`src/rtl/axi4_rd_arbiter_if.sv`:
```
// AXI4 bus bundle shared by the read arbiter and its downstream slave.
// The master modport drives AR/AW/W and the ready signals of R/B.
interface axi4 #(
    parameter int ADDR_WIDTH = 32,
    parameter int DATA_WIDTH = 32,
    parameter int ID_WIDTH   = 4
) ();
    logic [ID_WIDTH-1:0]     awid;
    logic [ADDR_WIDTH-1:0]   awaddr;
    logic [7:0]              awlen;
    logic [2:0]              awsize;
    logic [1:0]              awburst;
    logic                    awlock;
    logic [3:0]              awcache;
    logic [2:0]              awprot;
    logic [3:0]              awqos;
    logic [3:0]              awregion;
    logic                    awvalid;
    logic                    awready;

    logic [DATA_WIDTH-1:0]   wdata;
    logic [DATA_WIDTH/8-1:0] wstrb;
    logic                    wlast;
    logic                    wvalid;
    logic                    wready;

    logic [ID_WIDTH-1:0]     bid;
    logic [1:0]              bresp;
    logic                    bvalid;
    logic                    bready;

    logic [ID_WIDTH-1:0]     arid;
    logic [ADDR_WIDTH-1:0]   araddr;
    logic [7:0]              arlen;
    logic [2:0]              arsize;
    logic [1:0]              arburst;
    logic                    arlock;
    logic [3:0]              arcache;
    logic [2:0]              arprot;
    logic [3:0]              arqos;
    logic [3:0]              arregion;
    logic                    arvalid;
    logic                    arready;

    logic [ID_WIDTH-1:0]     rid;
    logic [DATA_WIDTH-1:0]   rdata;
    logic [1:0]              rresp;
    logic                    rlast;
    logic                    rvalid;
    logic                    rready;

    modport master (
        output awid, awaddr, awlen, awsize, awburst, awlock, awcache, awprot, awqos, awregion, awvalid,
        input  awready,
        output wdata, wstrb, wlast, wvalid,
        input  wready,
        input  bid, bresp, bvalid,
        output bready,
        output arid, araddr, arlen, arsize, arburst, arlock, arcache, arprot, arqos, arregion, arvalid,
        input  arready,
        input  rid, rdata, rresp, rlast, rvalid,
        output rready
    );

    modport slave (
        input  awid, awaddr, awlen, awsize, awburst, awlock, awcache, awprot, awqos, awregion, awvalid,
        output awready,
        input  wdata, wstrb, wlast, wvalid,
        output wready,
        output bid, bresp, bvalid,
        input  bready,
        input  arid, araddr, arlen, arsize, arburst, arlock, arcache, arprot, arqos, arregion, arvalid,
        output arready,
        output rid, rdata, rresp, rlast, rvalid,
        input  rready
    );
endinterface

```
`src/rtl/axi4_rd_arbiter.sv`:
```
// Round-robin arbiter merging NUM_REQ read requesters onto one AXI4 read port.
// ARID carries the requester index so R beats route back with zero latency.
module axi4_rd_arbiter #(
    parameter int NUM_REQ         = 4,
    parameter int ADDR_WIDTH      = 32,
    parameter int DATA_WIDTH      = 32,
    parameter int ID_WIDTH        = 4,
    parameter int MAX_OUTSTANDING = 4
) (
    input  logic                          aclk,
    input  logic                          areset,
    input  logic [NUM_REQ-1:0]            req_valid,
    output logic [NUM_REQ-1:0]            req_ready,
    input  logic [NUM_REQ*ADDR_WIDTH-1:0] req_addr,
    input  logic [NUM_REQ*8-1:0]          req_len,
    output logic [NUM_REQ-1:0]            rsp_valid,
    input  logic [NUM_REQ-1:0]            rsp_ready,
    output logic [DATA_WIDTH-1:0]         rsp_data,
    output logic                          rsp_last,
    output logic [NUM_REQ-1:0]            err_flags,
    axi4.master                           m_axi
);
    localparam int IDX_W = $clog2(NUM_REQ);
    localparam int CNT_W = 4;
    localparam logic [2:0] AR_SIZE = 3'($clog2(DATA_WIDTH / 8));

    logic                  r_arvalid;
    logic [ADDR_WIDTH-1:0] r_araddr;
    logic [7:0]            r_arlen;
    logic [ID_WIDTH-1:0]   r_arid;
    logic [IDX_W-1:0]      r_last_grant;
    logic [NUM_REQ-1:0]    r_err;

    logic [NUM_REQ-1:0]    w_elig;
    logic [NUM_REQ-1:0]    w_req_fire;
    logic [NUM_REQ-1:0]    w_rid_hit;
    logic [NUM_REQ-1:0]    w_beat_fire;
    logic                  w_slot_free;
    logic                  w_found;
    logic [IDX_W-1:0]      w_grant_idx;
    logic [IDX_W-1:0]      w_rr_start;
    logic                  w_rid_known;
    logic                  w_unused_ok;

    // Slot may be reloaded in the same cycle the current AR is taken.
    assign w_slot_free = !r_arvalid || m_axi.arready;
    assign w_rr_start  = (r_last_grant == IDX_W'(NUM_REQ - 1)) ? '0 : r_last_grant + 1'b1;

    always_comb begin
        logic [IDX_W:0] v_idx;
        w_found     = 1'b0;
        w_grant_idx = '0;
        v_idx       = '0;
        // Walk from lowest priority to highest so the highest-priority hit wins.
        for (int k = NUM_REQ - 1; k >= 0; k--) begin
            v_idx = {1'b0, w_rr_start} + (IDX_W + 1)'(k);
            if (v_idx >= (IDX_W + 1)'(NUM_REQ)) begin
                v_idx = v_idx - (IDX_W + 1)'(NUM_REQ);
            end
            if (w_elig[v_idx[IDX_W-1:0]]) begin
                w_found     = 1'b1;
                w_grant_idx = v_idx[IDX_W-1:0];
            end
        end
    end

    generate
        for (genvar gi = 0; gi < NUM_REQ; gi++) begin : g_req
            logic [CNT_W-1:0] r_cnt;
            logic             w_dec;

            assign w_elig[gi]     = req_valid[gi] && (r_cnt < CNT_W'(MAX_OUTSTANDING));
            assign req_ready[gi]  = !areset && w_slot_free && w_found && (w_grant_idx == IDX_W'(gi));
            assign w_req_fire[gi] = req_valid[gi] && req_ready[gi];

            assign w_rid_hit[gi]   = (m_axi.rid == ID_WIDTH'(gi));
            assign rsp_valid[gi]   = m_axi.rvalid && w_rid_hit[gi];
            assign w_beat_fire[gi] = rsp_valid[gi] && m_axi.rready;
            // A stray RLAST with nothing outstanding is routed but not counted.
            assign w_dec = w_beat_fire[gi] && m_axi.rlast && (r_cnt != '0);

            always_ff @(posedge aclk) begin
                if (areset) begin
                    r_cnt <= '0;
                end else if (w_req_fire[gi] && !w_dec) begin
                    r_cnt <= r_cnt + 1'b1;
                end else if (!w_req_fire[gi] && w_dec) begin
                    r_cnt <= r_cnt - 1'b1;
                end
            end
        end
    endgenerate

    always_ff @(posedge aclk) begin
        if (areset) begin
            r_arvalid    <= 1'b0;
            r_araddr     <= '0;
            r_arlen      <= '0;
            r_arid       <= '0;
            r_last_grant <= IDX_W'(NUM_REQ - 1);
        end else if (|w_req_fire) begin
            r_arvalid    <= 1'b1;
            r_araddr     <= req_addr[w_grant_idx*ADDR_WIDTH +: ADDR_WIDTH];
            r_arlen      <= req_len[w_grant_idx*8 +: 8];
            r_arid       <= ID_WIDTH'(w_grant_idx);
            r_last_grant <= w_grant_idx;
        end else if (m_axi.arready) begin
            r_arvalid    <= 1'b0;
        end
    end

    always_ff @(posedge aclk) begin
        if (areset) begin
            r_err <= '0;
        end else if (m_axi.rresp != 2'b00) begin
            r_err <= r_err | w_beat_fire;
        end
    end

    // Out-of-range IDs are sunk so a misrouted beat cannot stall the bus.
    assign w_rid_known  = |w_rid_hit;
    assign m_axi.rready = !w_rid_known || (|(rsp_ready & w_rid_hit));
    assign rsp_data     = m_axi.rdata;
    assign rsp_last     = m_axi.rlast;
    assign err_flags    = r_err;

    assign m_axi.arvalid  = r_arvalid;
    assign m_axi.araddr   = r_araddr;
    assign m_axi.arlen    = r_arlen;
    assign m_axi.arid     = r_arid;
    assign m_axi.arsize   = AR_SIZE;
    assign m_axi.arburst  = 2'b01;
    assign m_axi.arcache  = 4'b0011;
    assign m_axi.arlock   = 1'b0;
    assign m_axi.arprot   = 3'b000;
    assign m_axi.arqos    = 4'b0000;
    assign m_axi.arregion = 4'b0000;

    assign m_axi.awid     = '0;
    assign m_axi.awaddr   = '0;
    assign m_axi.awlen    = '0;
    assign m_axi.awsize   = '0;
    assign m_axi.awburst  = '0;
    assign m_axi.awlock   = 1'b0;
    assign m_axi.awcache  = '0;
    assign m_axi.awprot   = '0;
    assign m_axi.awqos    = '0;
    assign m_axi.awregion = '0;
    assign m_axi.awvalid  = 1'b0;
    assign m_axi.wdata    = '0;
    assign m_axi.wstrb    = '0;
    assign m_axi.wlast    = 1'b0;
    assign m_axi.wvalid   = 1'b0;
    assign m_axi.bready   = 1'b1;

    assign w_unused_ok = ^{m_axi.awready, m_axi.wready, m_axi.bid, m_axi.bresp, m_axi.bvalid};
endmodule

```
`src/flat_wrapper.sv`:
```
// flat-port wrapper written by rule: the top's interface ports become plain ports
module axi4_rd_arbiter_flat 
#(
    parameter int NUM_REQ         = 4,
    parameter int ADDR_WIDTH      = 32,
    parameter int DATA_WIDTH      = 32,
    parameter int ID_WIDTH        = 4,
    parameter int MAX_OUTSTANDING = 4
)
  (aclk, areset, req_valid, req_ready, req_addr, req_len, rsp_valid, rsp_ready, rsp_data, rsp_last, err_flags, m_axi_awid, m_axi_awaddr, m_axi_awlen, m_axi_awsize, m_axi_awburst, m_axi_awlock, m_axi_awcache, m_axi_awprot, m_axi_awqos, m_axi_awregion, m_axi_awvalid, m_axi_awready, m_axi_wdata, m_axi_wstrb, m_axi_wlast, m_axi_wvalid, m_axi_wready, m_axi_bid, m_axi_bresp, m_axi_bvalid, m_axi_bready, m_axi_arid, m_axi_araddr, m_axi_arlen, m_axi_arsize, m_axi_arburst, m_axi_arlock, m_axi_arcache, m_axi_arprot, m_axi_arqos, m_axi_arregion, m_axi_arvalid, m_axi_arready, m_axi_rid, m_axi_rdata, m_axi_rresp, m_axi_rlast, m_axi_rvalid, m_axi_rready);
  axi4 #(.ADDR_WIDTH(ADDR_WIDTH), .DATA_WIDTH(DATA_WIDTH), .ID_WIDTH(ID_WIDTH)) m_axi_i ();
  input  logic aclk;
  input  logic areset;
  input  logic [NUM_REQ-1:0] req_valid;
  output logic [NUM_REQ-1:0] req_ready;
  input  logic [NUM_REQ*ADDR_WIDTH-1:0] req_addr;
  input  logic [NUM_REQ*8-1:0] req_len;
  output logic [NUM_REQ-1:0] rsp_valid;
  input  logic [NUM_REQ-1:0] rsp_ready;
  output logic [DATA_WIDTH-1:0] rsp_data;
  output logic rsp_last;
  output logic [NUM_REQ-1:0] err_flags;
  output wire logic [$bits(m_axi_i.awid)-1:0] m_axi_awid;
  output wire logic [$bits(m_axi_i.awaddr)-1:0] m_axi_awaddr;
  output wire logic [$bits(m_axi_i.awlen)-1:0] m_axi_awlen;
  output wire logic [$bits(m_axi_i.awsize)-1:0] m_axi_awsize;
  output wire logic [$bits(m_axi_i.awburst)-1:0] m_axi_awburst;
  output wire logic [$bits(m_axi_i.awlock)-1:0] m_axi_awlock;
  output wire logic [$bits(m_axi_i.awcache)-1:0] m_axi_awcache;
  output wire logic [$bits(m_axi_i.awprot)-1:0] m_axi_awprot;
  output wire logic [$bits(m_axi_i.awqos)-1:0] m_axi_awqos;
  output wire logic [$bits(m_axi_i.awregion)-1:0] m_axi_awregion;
  output wire logic [$bits(m_axi_i.awvalid)-1:0] m_axi_awvalid;
  input wire logic [$bits(m_axi_i.awready)-1:0] m_axi_awready;
  output wire logic [$bits(m_axi_i.wdata)-1:0] m_axi_wdata;
  output wire logic [$bits(m_axi_i.wstrb)-1:0] m_axi_wstrb;
  output wire logic [$bits(m_axi_i.wlast)-1:0] m_axi_wlast;
  output wire logic [$bits(m_axi_i.wvalid)-1:0] m_axi_wvalid;
  input wire logic [$bits(m_axi_i.wready)-1:0] m_axi_wready;
  input wire logic [$bits(m_axi_i.bid)-1:0] m_axi_bid;
  input wire logic [$bits(m_axi_i.bresp)-1:0] m_axi_bresp;
  input wire logic [$bits(m_axi_i.bvalid)-1:0] m_axi_bvalid;
  output wire logic [$bits(m_axi_i.bready)-1:0] m_axi_bready;
  output wire logic [$bits(m_axi_i.arid)-1:0] m_axi_arid;
  output wire logic [$bits(m_axi_i.araddr)-1:0] m_axi_araddr;
  output wire logic [$bits(m_axi_i.arlen)-1:0] m_axi_arlen;
  output wire logic [$bits(m_axi_i.arsize)-1:0] m_axi_arsize;
  output wire logic [$bits(m_axi_i.arburst)-1:0] m_axi_arburst;
  output wire logic [$bits(m_axi_i.arlock)-1:0] m_axi_arlock;
  output wire logic [$bits(m_axi_i.arcache)-1:0] m_axi_arcache;
  output wire logic [$bits(m_axi_i.arprot)-1:0] m_axi_arprot;
  output wire logic [$bits(m_axi_i.arqos)-1:0] m_axi_arqos;
  output wire logic [$bits(m_axi_i.arregion)-1:0] m_axi_arregion;
  output wire logic [$bits(m_axi_i.arvalid)-1:0] m_axi_arvalid;
  input wire logic [$bits(m_axi_i.arready)-1:0] m_axi_arready;
  input wire logic [$bits(m_axi_i.rid)-1:0] m_axi_rid;
  input wire logic [$bits(m_axi_i.rdata)-1:0] m_axi_rdata;
  input wire logic [$bits(m_axi_i.rresp)-1:0] m_axi_rresp;
  input wire logic [$bits(m_axi_i.rlast)-1:0] m_axi_rlast;
  input wire logic [$bits(m_axi_i.rvalid)-1:0] m_axi_rvalid;
  output wire logic [$bits(m_axi_i.rready)-1:0] m_axi_rready;
  assign m_axi_awid = m_axi_i.awid;
  assign m_axi_awaddr = m_axi_i.awaddr;
  assign m_axi_awlen = m_axi_i.awlen;
  assign m_axi_awsize = m_axi_i.awsize;
  assign m_axi_awburst = m_axi_i.awburst;
  assign m_axi_awlock = m_axi_i.awlock;
  assign m_axi_awcache = m_axi_i.awcache;
  assign m_axi_awprot = m_axi_i.awprot;
  assign m_axi_awqos = m_axi_i.awqos;
  assign m_axi_awregion = m_axi_i.awregion;
  assign m_axi_awvalid = m_axi_i.awvalid;
  assign m_axi_i.awready = m_axi_awready;
  assign m_axi_wdata = m_axi_i.wdata;
  assign m_axi_wstrb = m_axi_i.wstrb;
  assign m_axi_wlast = m_axi_i.wlast;
  assign m_axi_wvalid = m_axi_i.wvalid;
  assign m_axi_i.wready = m_axi_wready;
  assign m_axi_i.bid = m_axi_bid;
  assign m_axi_i.bresp = m_axi_bresp;
  assign m_axi_i.bvalid = m_axi_bvalid;
  assign m_axi_bready = m_axi_i.bready;
  assign m_axi_arid = m_axi_i.arid;
  assign m_axi_araddr = m_axi_i.araddr;
  assign m_axi_arlen = m_axi_i.arlen;
  assign m_axi_arsize = m_axi_i.arsize;
  assign m_axi_arburst = m_axi_i.arburst;
  assign m_axi_arlock = m_axi_i.arlock;
  assign m_axi_arcache = m_axi_i.arcache;
  assign m_axi_arprot = m_axi_i.arprot;
  assign m_axi_arqos = m_axi_i.arqos;
  assign m_axi_arregion = m_axi_i.arregion;
  assign m_axi_arvalid = m_axi_i.arvalid;
  assign m_axi_i.arready = m_axi_arready;
  assign m_axi_i.rid = m_axi_rid;
  assign m_axi_i.rdata = m_axi_rdata;
  assign m_axi_i.rresp = m_axi_rresp;
  assign m_axi_i.rlast = m_axi_rlast;
  assign m_axi_i.rvalid = m_axi_rvalid;
  assign m_axi_rready = m_axi_i.rready;
  axi4_rd_arbiter #(.NUM_REQ(NUM_REQ), .ADDR_WIDTH(ADDR_WIDTH), .DATA_WIDTH(DATA_WIDTH), .ID_WIDTH(ID_WIDTH), .MAX_OUTSTANDING(MAX_OUTSTANDING)) u_core (.aclk(aclk), .areset(areset), .req_valid(req_valid), .req_ready(req_ready), .req_addr(req_addr), .req_len(req_len), .rsp_valid(rsp_valid), .rsp_ready(rsp_ready), .rsp_data(rsp_data), .rsp_last(rsp_last), .err_flags(err_flags), .m_axi(m_axi_i));
endmodule
```
`config.mk`:
```
export PLATFORM = sky130hd
export DESIGN_NAME = axi4_rd_arbiter_flat
export DESIGN_NICKNAME = d
export VERILOG_FILES = /design/src/rtl/axi4_rd_arbiter_if.sv /design/src/rtl/axi4_rd_arbiter.sv /design/src/flat_wrapper.sv
export SDC_FILE = /design/constraint.sdc
export NUM_CORES = 1
export LEC_CHECK = 0
export CAP_MARGIN = 15
export CELL_PAD_IN_SITES_DETAIL_PLACEMENT = 1
export CELL_PAD_IN_SITES_GLOBAL_PLACEMENT = 2
export CORE_AREA = 2 2 171 173
export CTS_CLUSTER_DIAMETER = 200
export DETAILED_ROUTE_END_ITERATION = 16
export DIE_AREA = 0 0 173 175
export DONT_BUFFER_PORTS = 1
export GPL_TIMING_DRIVEN = 0
export PLACE_DENSITY = 0.51
export SKIP_LAST_GASP = 1
export SLEW_MARGIN = 20
export SYNTH_ARGS = -nofsm -noshare
export SYNTH_HDL_FRONTEND = slang
export SYNTH_SLANG_ARGS = --single-unit
```
`constraint.sdc`:
```
create_clock -name aclk -period 3.25 [get_ports aclk]
set_clock_uncertainty 0.1 [all_clocks]
set_input_delay 0.325 -clock aclk [delete_from_list [all_inputs] [get_ports aclk]]
set_output_delay 0.325 -clock aclk [all_outputs]
set_load 0.02 [all_outputs]
```
Yosys cells after proc, flatten, opt, wreduce, memory -nomap -nowiden
Index checks and enable logic that the tools add are counted.
{"block": "classes", "addsub": 16, "n_lt_le_gt_ge": 12, "eq_ne": 7, "shift": 2, "n_mux": 31, "n_bitwise": 2, "n_reduce_logical": 66}
{"operator": "variable part select 128 x 8 -> 32 bit", "n": 1}
{"operator": "logical AND 1 bit", "n": 38}
{"operator": "two-way mux 4 bit", "n": 8}
{"operator": "variable part select 32 x 6 -> 8 bit", "n": 1}
{"operator": "two-way mux 2 bit", "n": 9}
{"operator": "adder 4 x 1 -> 4 bit, second input constant", "n": 4}
{"operator": "< comparator 4 x 3 -> 1 bit, second input constant", "n": 4}
{"operator": "nonzero test 4 bit", "n": 4}
{"operator": "subtractor 4 x 1 -> 4 bit, second input constant", "n": 4}
{"operator": "< comparator 2 x 3 -> 1 bit, second input constant", "n": 4}
{"operator": "nonzero test 2 bit", "n": 6}
{"operator": "OR reduction 4 bit", "n": 3}
{"operator": "zero test 1 bit", "n": 11}
{"operator": "two-way mux 1 bit", "n": 10}
{"operator": "greater-or-equal comparator 3 bit, second input constant", "n": 3}
{"operator": "binary-select mux 1 bit (select 2 bit)", "n": 4}
{"operator": "== test 4 x 2 -> 1 bit, second input constant", "n": 2}
{"operator": "subtractor 2 x 1 -> 2 bit, second input constant", "n": 4}
{"operator": "adder 2 x 2 -> 3 bit, second input constant", "n": 2}
{"operator": "== test 2 bit, second input constant", "n": 3}
{"operator": "AND 4 bit", "n": 1}
{"operator": "== test 4 x 1 -> 1 bit, second input constant", "n": 1}
{"operator": "zero test 4 bit", "n": 1}
{"operator": "bitwise OR 4 bit", "n": 1}
{"operator": "6 further kinds", "n": 7}
{"block": "totals", "register_bits": 65, "input_bits": 220, "wordCells": 146}

Longest topological paths before layout
Gate-level depths: netlist (run 1).
{"block": "depth", "word_depth": 18, "mapped_depth": 16}

Worst setup path before layout (run 1)
Ideal clock, no wire load.
{"block": "synth_path", "kind": "reg-to-reg", "startpoint": "register u_core.r_last_grant[0]", "endpoint": "register u_core.g_req[1].r_cnt[3]", "setup_time_ns": 0.071, "arrival_time_ns": 2.924, "required_ns": 3.079, "slack_ns": 0.155, "stages_incl_launch_ff": 17, "path_buffers": 2, "period_less_slack_ns": 3.095, "cell_sequence": "dfxtp_1 -> ha_1 -> nor2_1 -> o221ai_2 -> a21oi_2 -> buf_6 -> buf_8 -> nand2_2 -> nor2_1 -> ha_1 -> inv_1 -> ha_1 -> a21o_1 -> a21oi_1 -> xnor2_1 -> or3_1 -> a21oi_1"}
{"block": "synth_via", "elab_chain_len": 17}
{"item": "from (decl)", "line": "axi4_rd_arbiter.sv:31", "text": "logic [IDX_W-1:0] r_last_grant;"}
{"item": "from (signal assigned)", "line": "axi4_rd_arbiter.sv:100", "text": "r_last_grant <= IDX_W'(NUM_REQ - 1);"}
{"item": "from (signal assigned)", "line": "axi4_rd_arbiter.sv:106", "text": "r_last_grant <= w_grant_idx;"}
{"item": "adder 2 x 1 -> 2 bit or == test 2 bit (tied branches)", "line": "axi4_rd_arbiter.sv:47", "text": "assign w_rr_start = (r_last_grant == IDX_W'(NUM_REQ - 1)) ? '0 : r_last_grant + 1'b1;"}
{"item": "two-way mux 2 bit (*)", "line": "axi4_rd_arbiter.sv:47"}
{"item": "adder 2 x 2 -> 3 bit", "line": "axi4_rd_arbiter.sv:56", "text": "v_idx = {1'b0, w_rr_start} + (IDX_W + 1)'(k);"}
{"item": "greater-or-equal comparator 3 bit or subtractor 2 x 1 -> 2 bit (tied branches)", "line": "axi4_rd_arbiter.sv:57, axi4_rd_arbiter.sv:58"}
{"item": "two-way mux 2 bit", "line": "axi4_rd_arbiter.sv:57", "text": "if (v_idx >= (IDX_W + 1)'(NUM_REQ)) begin"}
{"item": "binary-select mux 1 bit (select 2 bit)", "line": "axi4_rd_arbiter.sv:60", "text": "if (w_elig[v_idx[IDX_W-1:0]]) begin"}
{"item": "two-way mux 1 bit (not written as such)", "line": "axi4_rd_arbiter.sv:60"}
{"item": "two-way mux 2 bit or two-way mux 1 bit (tied branches) (4 in a row)", "line": "axi4_rd_arbiter.sv:60"}
{"item": "== test 2 x 1 -> 1 bit or logical AND 1 bit (tied branches)", "line": "axi4_rd_arbiter.sv:73", "text": "assign req_ready[gi] = !areset && w_slot_free && w_found && (w_grant_idx == IDX_W'(gi));"}
{"item": "logical AND 1 bit (*)", "line": "axi4_rd_arbiter.sv:73"}
{"item": "logical AND 1 bit (*)", "line": "axi4_rd_arbiter.sv:74", "text": "assign w_req_fire[gi] = req_valid[gi] && req_ready[gi];"}
{"item": "zero test 1 bit", "line": "axi4_rd_arbiter.sv:87", "text": "end else if (!w_req_fire[gi] && w_dec) begin"}
{"item": "logical AND 1 bit", "line": "axi4_rd_arbiter.sv:87"}
{"item": "nonzero test 2 bit (no line)"}
{"item": "to (signal assigned)", "line": "axi4_rd_arbiter.sv:86", "text": "r_cnt <= r_cnt + 1'b1;"}
{"item": "to (signal assigned)", "line": "axi4_rd_arbiter.sv:88", "text": "r_cnt <= r_cnt - 1'b1;"}
{"item": "to (decl)", "line": "axi4_rd_arbiter.sv:69", "text": "logic [CNT_W-1:0] r_cnt;"}
Mark *: on every way between the ends. The rest lies on a longest branch, timed or not. The select of a mux whose other input is x is not followed.
A chain may end at the register's enable or synchronous reset.

Worst setup path after layout (run 1)
{"block": "layout_path", "startpoint": "register u_core.g_req[1].r_cnt[3]", "endpoint": "register u_core.g_req[3].r_cnt[3]"}
{"block": "layout_via", "elab_chain_len": 14}
{"item": "< comparator 4 x 3 -> 1 bit (*)", "line": "axi4_rd_arbiter.sv:72", "text": "assign w_elig[gi] = req_valid[gi] && (r_cnt < CNT_W'(MAX_OUTSTANDING));"}
{"item": "logical AND 1 bit (*)", "line": "axi4_rd_arbiter.sv:72"}
{"item": "binary-select mux 1 bit (select 2 bit)", "line": "axi4_rd_arbiter.sv:60"}
{"item": "two-way mux 1 bit (not written as such)", "line": "axi4_rd_arbiter.sv:60"}
{"item": "two-way mux 2 bit or two-way mux 1 bit (tied branches) (4 in a row)", "line": "axi4_rd_arbiter.sv:60"}
{"item": "== test 2 bit or logical AND 1 bit (tied branches)", "line": "axi4_rd_arbiter.sv:73"}
{"item": "logical AND 1 bit (*)", "line": "axi4_rd_arbiter.sv:73"}
{"item": "logical AND 1 bit (*)", "line": "axi4_rd_arbiter.sv:74"}
{"item": "zero test 1 bit", "line": "axi4_rd_arbiter.sv:87"}
{"item": "logical AND 1 bit", "line": "axi4_rd_arbiter.sv:87"}
{"item": "nonzero test 2 bit (no line)"}
{"item": "to (signal assigned)", "line": "axi4_rd_arbiter.sv:86"}
{"item": "to (signal assigned)", "line": "axi4_rd_arbiter.sv:88"}
{"item": "to (decl)", "line": "axi4_rd_arbiter.sv:69"}
Marked as above.

==> run summary, run 1 <==
The flow ran to the end, and the final reports show no timing, DRC or antenna violations. The number of diodes is 0. The root cell of the clock tree is clkbuf_16.

The startpoint type of the worst setup path is a flop. During I/O placement, the number of pins put on the boundary was 437. Remaining antenna violation count after routing: 0. The number of enable flip-flop cells after synthesis is 0, and the transition at the pin with the smallest max-transition slack is 0.6783 ns. The ratio of total power to cell area works out to 826.5 nW/um2. The logs give 17 for the maximum number of pins on one net before global-route repair and 3.025 nW for the static leakage.

For the initial antenna violation count, the log shows 1. The utilization after layout is 23.19%, and the post-CTS clock slew at the launch and capture registers of the worst setup and hold paths is 0.06 ns. For this configuration, the core starts out at a cell density of 17.95%.

STA puts the critical path data arrival time at 3.33 ns. For this run the aggregate overflow at the end of global routing stands at 0. For the CTS sink count, the log shows 65.

The logs give 15680 um for the half-perimeter wire length after detailed placement and 9 for the clock buffer count from CTS. For this run, the number of standard cells in the final layout without fillers is 1102. The via count of the first global-routing pass was 4207. The remaining design rule violation count came out at 0. In the final routed layout, each cell accounts on average for 17.10 um.

Setup repair after global routing could not meet its margin everywhere. After detailed routing, the number of vias per cell comes to 3.766. The later-pin clock latency in the skew report was 0.34 ns; the post-route minimum period was 3.168 ns. The type of the setup path with the least slack is reg2reg. The worst setup path is captured at a flop. The logs give 30280 um2 for the overall die area and 4150 for the via total after detailed routing. Synthesis instantiated 44 different standard cells from the library. Headroom to the max-slew limit came out at 54.68%. The tools report the starting DRC count in detailed routing as 93.

The mapped cell area was 5096 um2; the post-layout total power was 0.005442 W. The run gives 4 as the count of TritonRoute iterations in the first routing pass. TritonCTS built the clock tree.

Including well taps, the total number of placed cells is 1077. The area inside the core boundary is 28390 um2. Final setup violation count: 0. The maximum fanout encountered on the critical timing path works out to 11. The maximum vdd ir drop was 0.0002912 V. At the end of routability-driven placement, the weighted congestion stood at 0.7768. The die is 173 um wide. In this run the number of H-tree levels came out at 3. The share of final-layout standard cells stronger than drive strength 1 was 32.59%; the final wirelength was 18840 um. The floorplan has 62 rows. Hold repair after CTS inserted 0 buffers.

Timing would allow up to 315.6 MHz. The run gives 950 as the final net count. Synthesis inferred 65 register bits. The average footprint of a synthesized cell is 8.988 um2. The most used flip-flop cell after synthesis is dfxtp_1. The wire length of the first global-routing pass was 26460 um; the count of endpoints failing hold in the final timing report was 0. The number of max-slew violations in the final report was 0; the number of max-cap violations was 0. The fraction of registers with async set/reset was 0%; the count of port buffers added during placement was 0. Compared with the post-synthesis result, the final layout area differs by 29.19%.

The min-delay analysis places its worst path in the category in2reg. Synthesis produced a netlist whose cell count is 567. After layout, the worst path uses 97.49% of the clock period. The worst hold path was traced through 2 stages. During synthesis, Yosys emitted a total of 0 warnings. The worst reg2reg path depth is 15, and the sequential element share of the synthesized area is 25.53%. The run gives 2 as the deepest clock path buffer count. For the total track usage, the log shows 11.57%. The height of the chip was 175 um; the critical path data required time was 3.41 ns.
## placed cells by master (no fill, tap or decap), types with 9 or more instances in the layout
master and n:
buf_4 171, mux2i_1 84, dfxtp_1 63, o221ai_1 40
conb_1 128, nand2_1 49, buf_2 9, clkbuf_16 9
nor2_1 34, a21oi_1 17, ha_1 9
## cell type report
class,count,area (um2)
Timing Repair Buffer,12,106.4
Tap cell,384,480.5
Clock inverter,3,15.01
Clock buffer,13,260.3
Buffer,183,1384
Multi-Input combinational cell,436,3012
Sequential cell,65,1304
Fill cell,3415,21810
Inverter,6,22.52
## state kept, by name, indices dropped and copies added, names as in the netlist
name                  count
u_core.m_axi.arlen        8
u_core.m_axi.arvalid      1
u_core.r_last_grant       2
u_core.m_axi.araddr      32
u_core.m_axi.arid         2
u_core.g_req.r_cnt       16
u_core.err_flags          4
## worst max-delay path: stages, from the launching register on
cell and delay (ns):
dfxtp_1 0.35, nor3b_4 0.32, buf_4 0.19, o221ai_4 0.11, a21oi_4 0.21, buf_12 0.18, nand2_8 0.08, nor2_2 0.11
ha_2 0.22, inv_2 0.06, ha_1 0.27, a21o_1 0.19, a21oi_2 0.15, xnor2_1 0.09, or3_1 0.31, a21oi_1 0.15
## path summary, 6_finish.rpt
| kind | start | to | slack [ns] |
|---|---|---|---|
| worst min register to register | u_core.g_req[2].r_cnt[3]$_SDFFE_PP0P_ | u_core.g_req[2].r_cnt[3]$_SDFFE_PP0P_ | 0.41 |
| worst max register to register | u_core.g_req[1].r_cnt[3]$_SDFFE_PP0P_ | u_core.g_req[3].r_cnt[3]$_SDFFE_PP0P_ | 0.08 |
| worst max-delay path | u_core.g_req[1].r_cnt[3]$_SDFFE_PP0P_ | u_core.g_req[3].r_cnt[3]$_SDFFE_PP0P_ | 0.08 |
| worst min-delay path | m_axi_rid[1] | u_core.err_flags[3]$_SDFFE_PP0P_ | 0.06 |
## synth_stat cells (all sizes together), types with 5 or more instances
library cell / instances / area (um2)
dfxtp: 65 / 1301
mux2i: 84 / 840.8
nor2: 38 / 142.6
ha: 13 / 162.7
nand2: 52 / 205.2
o221ai: 43 / 395.4
inv: 6 / 22.52
or3: 5 / 31.28
clkbuf: 6 / 22.52
a21oi: 22 / 113.9
xnor2: 8 / 70.07
buf: 180 / 1378
## routing by layer
layer  vias up  GRT usage (%)  part of all wire [%]
met5         -              0                 0.053
met4         2          3.107                  0.98
met3        10          3.960                   8.8
met2       207          21.30                    53
met1      1945          12.60                    38
li1       1986              -                     -
## report_power, final
group | switching (W) | internal [W]
clock network | 0.000381 | 0.000555
logic | 0.00149 | 0.00128
registers | 0.000619 | 0.00112
## cells by family (layout without fill, tap and decap cells)
kind of cell | after synthesis | after routing | synth area share, %
xor gates and xnor gates | 12 | 12 | 2.062
muxes | 85 | 85 | 16.94
other | 2 | 128 | 0.1474
AOI/OAI and AO/OA | 77 | 77 | 11.81
and+or+nand+nor | 117 | 117 | 10.83
adders and majority gates | 17 | 17 | 4.763
buffers and inverters | 192 | 217 | 27.92
DFF | 65 | 65 | 25.53
## timing repair
item	in CTS	in global routing
resized for setup	23	13
buffers inserted	5	7
pin swaps	3	11
endpoints found under the setup margin	10	4
## per-stage QoR
stage	setup TNS [ns]	hold slack, ns	setup slack, ns	area, um2
2_1_floorplan	0	0.3420	0.1553	5569
3_3_place_gp	-1.746	0.3690	-0.4469	6050
3_5_place_dp	-2.595	0.3817	-0.6223	6050
4_1_cts	-0.01901	0.05075	-0.01901	6484
5_1_grt	-0.1117	0.08395	-0.04901	6584
6_report	0	0.06449	0.08160	6584
(Power assumes the default switching activity.)
==> run 2: changes to the inputs <==
- CORE_AREA: 2 2 171 173 -> 3 3 168 170
- DIE_AREA: 0 0 173 175 -> 0 0 171 173
- GPL_TIMING_DRIVEN: 0 -> not set
- PLACE_DENSITY: 0.51 -> 0.53
==> run summary, run 2 (same netlist as run 1, synthesis figures left out) <==
The tools report the root cell of the clock tree as clkbuf_16. Post-route worst setup slack: 0.1946 ns (+0.1130 ns). The signal on the critical path passes through ha_4 -> buf_4 -> o221ai_2 -> a21oi_4 -> buf_4 -> buf_4 -> buf_4 -> mux2i_1 -> o221ai_1. The post-placement worst setup slack is 0.01872 ns (+0.6410 ns). Most numerous cell on the critical path: buf_4.

The stage delay of the slowest cell on the critical path works out to 0.64 ns (+0.29 ns). The clock power share is 21.6% (+4.4 points), and the I/O pin total is 437 (unchanged). The area of placed instances is 4727 um2 (-22%), and the average wire per standard cell is 16.52 um (-3.4%).

The total track usage was 9.250% (-2.3 points); the post-route minimum period was 3.055 ns (-0.1130 ns). The switching power total was 0.002200 W (-12%); the die width was 171 um (-1.2%). The logs give 3.35 ns (-0.06 ns) for the critical path data required time and 44.1% (-6.7 points) for the combinational share of power. The detail-routed via count per cell was 4.039 (+7.2%); the via count of the first global-routing pass was 3660 (-13%).

The run gives 0 (unchanged) as the number of max-cap violations. The number of fill cells in the layout is 3213 (-5.9%). Setup repair after global routing could not meet its margin everywhere. The remaining design rule violation count is 0 (unchanged). Switching part of the total power: 44.10% (-1.7 points).

The count of endpoints failing hold in the final timing report was 0 (unchanged). The tools report the clock buffer count from CTS as 9 (unchanged). Worst endpoint data arrival time: 3.15 ns (-0.18 ns). The global placement routability congestion was 0.7768 (unchanged). The final wirelength was 14560 um (-23%). CTS sink count: 65 (unchanged). The tools report the number of standard-cell rows in the floorplan as 60 (-3.2%). The run gives 0 (unchanged) as the number of diodes. Path category of the worst min-delay check: in2reg. The share of final-layout standard cells stronger than drive strength 1 works out to 10.37% (-22 points). The tools report the static leakage as 2.124 nW (-30%).

The wire length of the first global-routing pass was 21270 um (-20%). The run gives 11510 um (-27%) as the half-perimeter wire length after detailed placement. The slowest stage of the critical path is the buf_4 cell. The proportion of power drawn by flip-flops and latches is 34.2% (+2.2 points), and the area inside the core boundary is 26880 um2 (-5.3%). The run gives 0.002790 W (-5.5%) as the internal portion of total power. The worst slack on hold paths came out at 0.06276 ns (-0.001734 ns). The leftover overflow at the end of global routing is 0 (unchanged). The ratio of total power to cell area is 966.6 nW/um2 (+17%), and the number of levels the H-tree was split into is 3 (unchanged). The run gives 5162 um2 (-22%) as the summed area of non-filler cells in the final layout. The height of the chip was 173 um (-1.1%); the starting utilization of the core area was 18.96% (+1.0 points).

For the via total after detailed routing, the log shows 3558 (-14%). The tools report the number of max-slew violations in the final report as 0 (unchanged). TritonCTS built the clock tree. The starting DRC count in detailed routing came out at 155 (+67%). The most common library cell in the layout ignoring fill and taps was conb_1. The maximum number of pins on one net before global-route repair came out at 49 (+32). The final worst-path cycle share came out at 94.01% (-3.5 points). The tools report the type of destination of the critical path as a flop. For the later-pin clock latency in the skew report, the log shows 0.33 ns (about the same). In the layout the commonest cells are 128 x conb_1, 84 x mux2i_1, 65 x dfxtp_1. Aggregate negative setup slack: 0 ns (unchanged). The transition at the pin with the smallest max-transition slack was 1.026 ns (+0.3480 ns). Storage element area: 1301 um2 (-0.19%). The logs give 29580 um2 (-2.3%) for the overall die area and 2940 um2 (-2.4%) for the area used by multi-input combinational logic.

The worst setup path is launched from a flop. The run gives 327.3 MHz (+3.7%) as the achievable frequency. The post-CTS clock slew at the launch and capture registers of the worst setup and hold paths was 0.06 ns (about the same); the count of port buffers added during placement was 0 (unchanged). The final net count was 772 (-19%). The deepest clock path buffer count is 2 (unchanged), and the initial antenna violation count is 1 (unchanged).

The count of TritonRoute iterations in the first routing pass was 4 (unchanged); the flip-flop count of the largest register, all copies and words added was 32 (unchanged). The maximum fanout encountered on the critical timing path came out at 48 (+37). The final setup violation count came out at 0 (unchanged). The worst relative slew slack came out at 31.36% (-23 points). The flow ran to the end, and the final reports show no timing, DRC or antenna violations. The worst setup path is of the reg2reg kind.

The remaining antenna violation count after routing is 0 (unchanged), and the worst reg-to-reg setup slack is 0.19 ns (+0.11 ns). From synthesis to final layout, the design area changed by 1.301%. The run gives 0.0002036 V (-30%) as the maximum vdd ir drop.
run 2: final timing paths:
path,depth (start not counted),end,startpoint
setup reg to reg,9,u_core.m_axi.araddr[19]$_SDFFE_PP0P_,u_core.r_last_grant[0]$_SDFFE_PP1P_
setup / recovery,9,u_core.m_axi.araddr[19]$_SDFFE_PP0P_,u_core.r_last_grant[0]$_SDFFE_PP1P_
hold reg to reg,2,u_core.g_req[2].r_cnt[3]$_SDFFE_PP0P_,u_core.g_req[2].r_cnt[3]$_SDFFE_PP0P_
hold / removal,2,u_core.err_flags[3]$_SDFFE_PP0P_,m_axi_rid[0]
run 2: final cells by class:
type	instances	area share [%]
multi-input combinational	436	56.96
sequential	65	25.21
tap	341	8.265
clock buffer	11	4.702
timing repair buffer	17	2.908
clock inverter	5	1.527
inverter	6	0.4363
run 2: worst max-delay path: cells and delay by family (launching register included):
kind | cells | cell delay [ns]
adders and majority gates | 1 | 0.31
muxes | 1 | 0.48
buffers and inverters | 4 | 1.12
AOI/OAI and AO/OA | 3 | 0.50
DFF | 1 | 0.37
run 2: layer usage:
layer / global-route usage, % / vias up / wire (um)
met1: 10.78 / 1714 / 5650
met2: 16.18 / 191 / 7440
met4: 3.421 / 0 / 283
met5: 0 / - / 0
li1: - / 1629 / -
met3: 2.401 / 24 / 1180
run 2: repair_timing:
| action | CTS | global route |
|---|---|---|
| hold buffers | 1 | 0 |
| setup endpoints to repair | 0 | 4 |
| resized for setup | 0 | 15 |
| endpoints found under the hold margin | 25 | 0 |
| setup buffers | 0 | 4 |
run 2: through the flow:
stage | power [W] | util [%] | cells
3_5_place_dp | 0.003852 | 17.59 | 860
6_report | 0.004990 | 19.21 | 881
2_1_floorplan | 0.003658 | - | 693
3_3_place_gp | 0.003749 | 17.49 | 859
4_1_cts | 0.004989 | 18.82 | 877
5_1_grt | 0.005378 | 19.21 | 881
run 2: power by group through the flow:
stage | clock (W) | combinational [W] | sequential, W
6_report | 0.00108 | 0.00220 | 0.00171
3_5_place_dp | 0 | 0.00212 | 0.00173
2_1_floorplan | 0 | 0.00204 | 0.00162
3_3_place_gp | 0 | 0.00203 | 0.00172
4_1_cts | 0.00114 | 0.00213 | 0.00172
5_1_grt | 0.00118 | 0.00245 | 0.00175
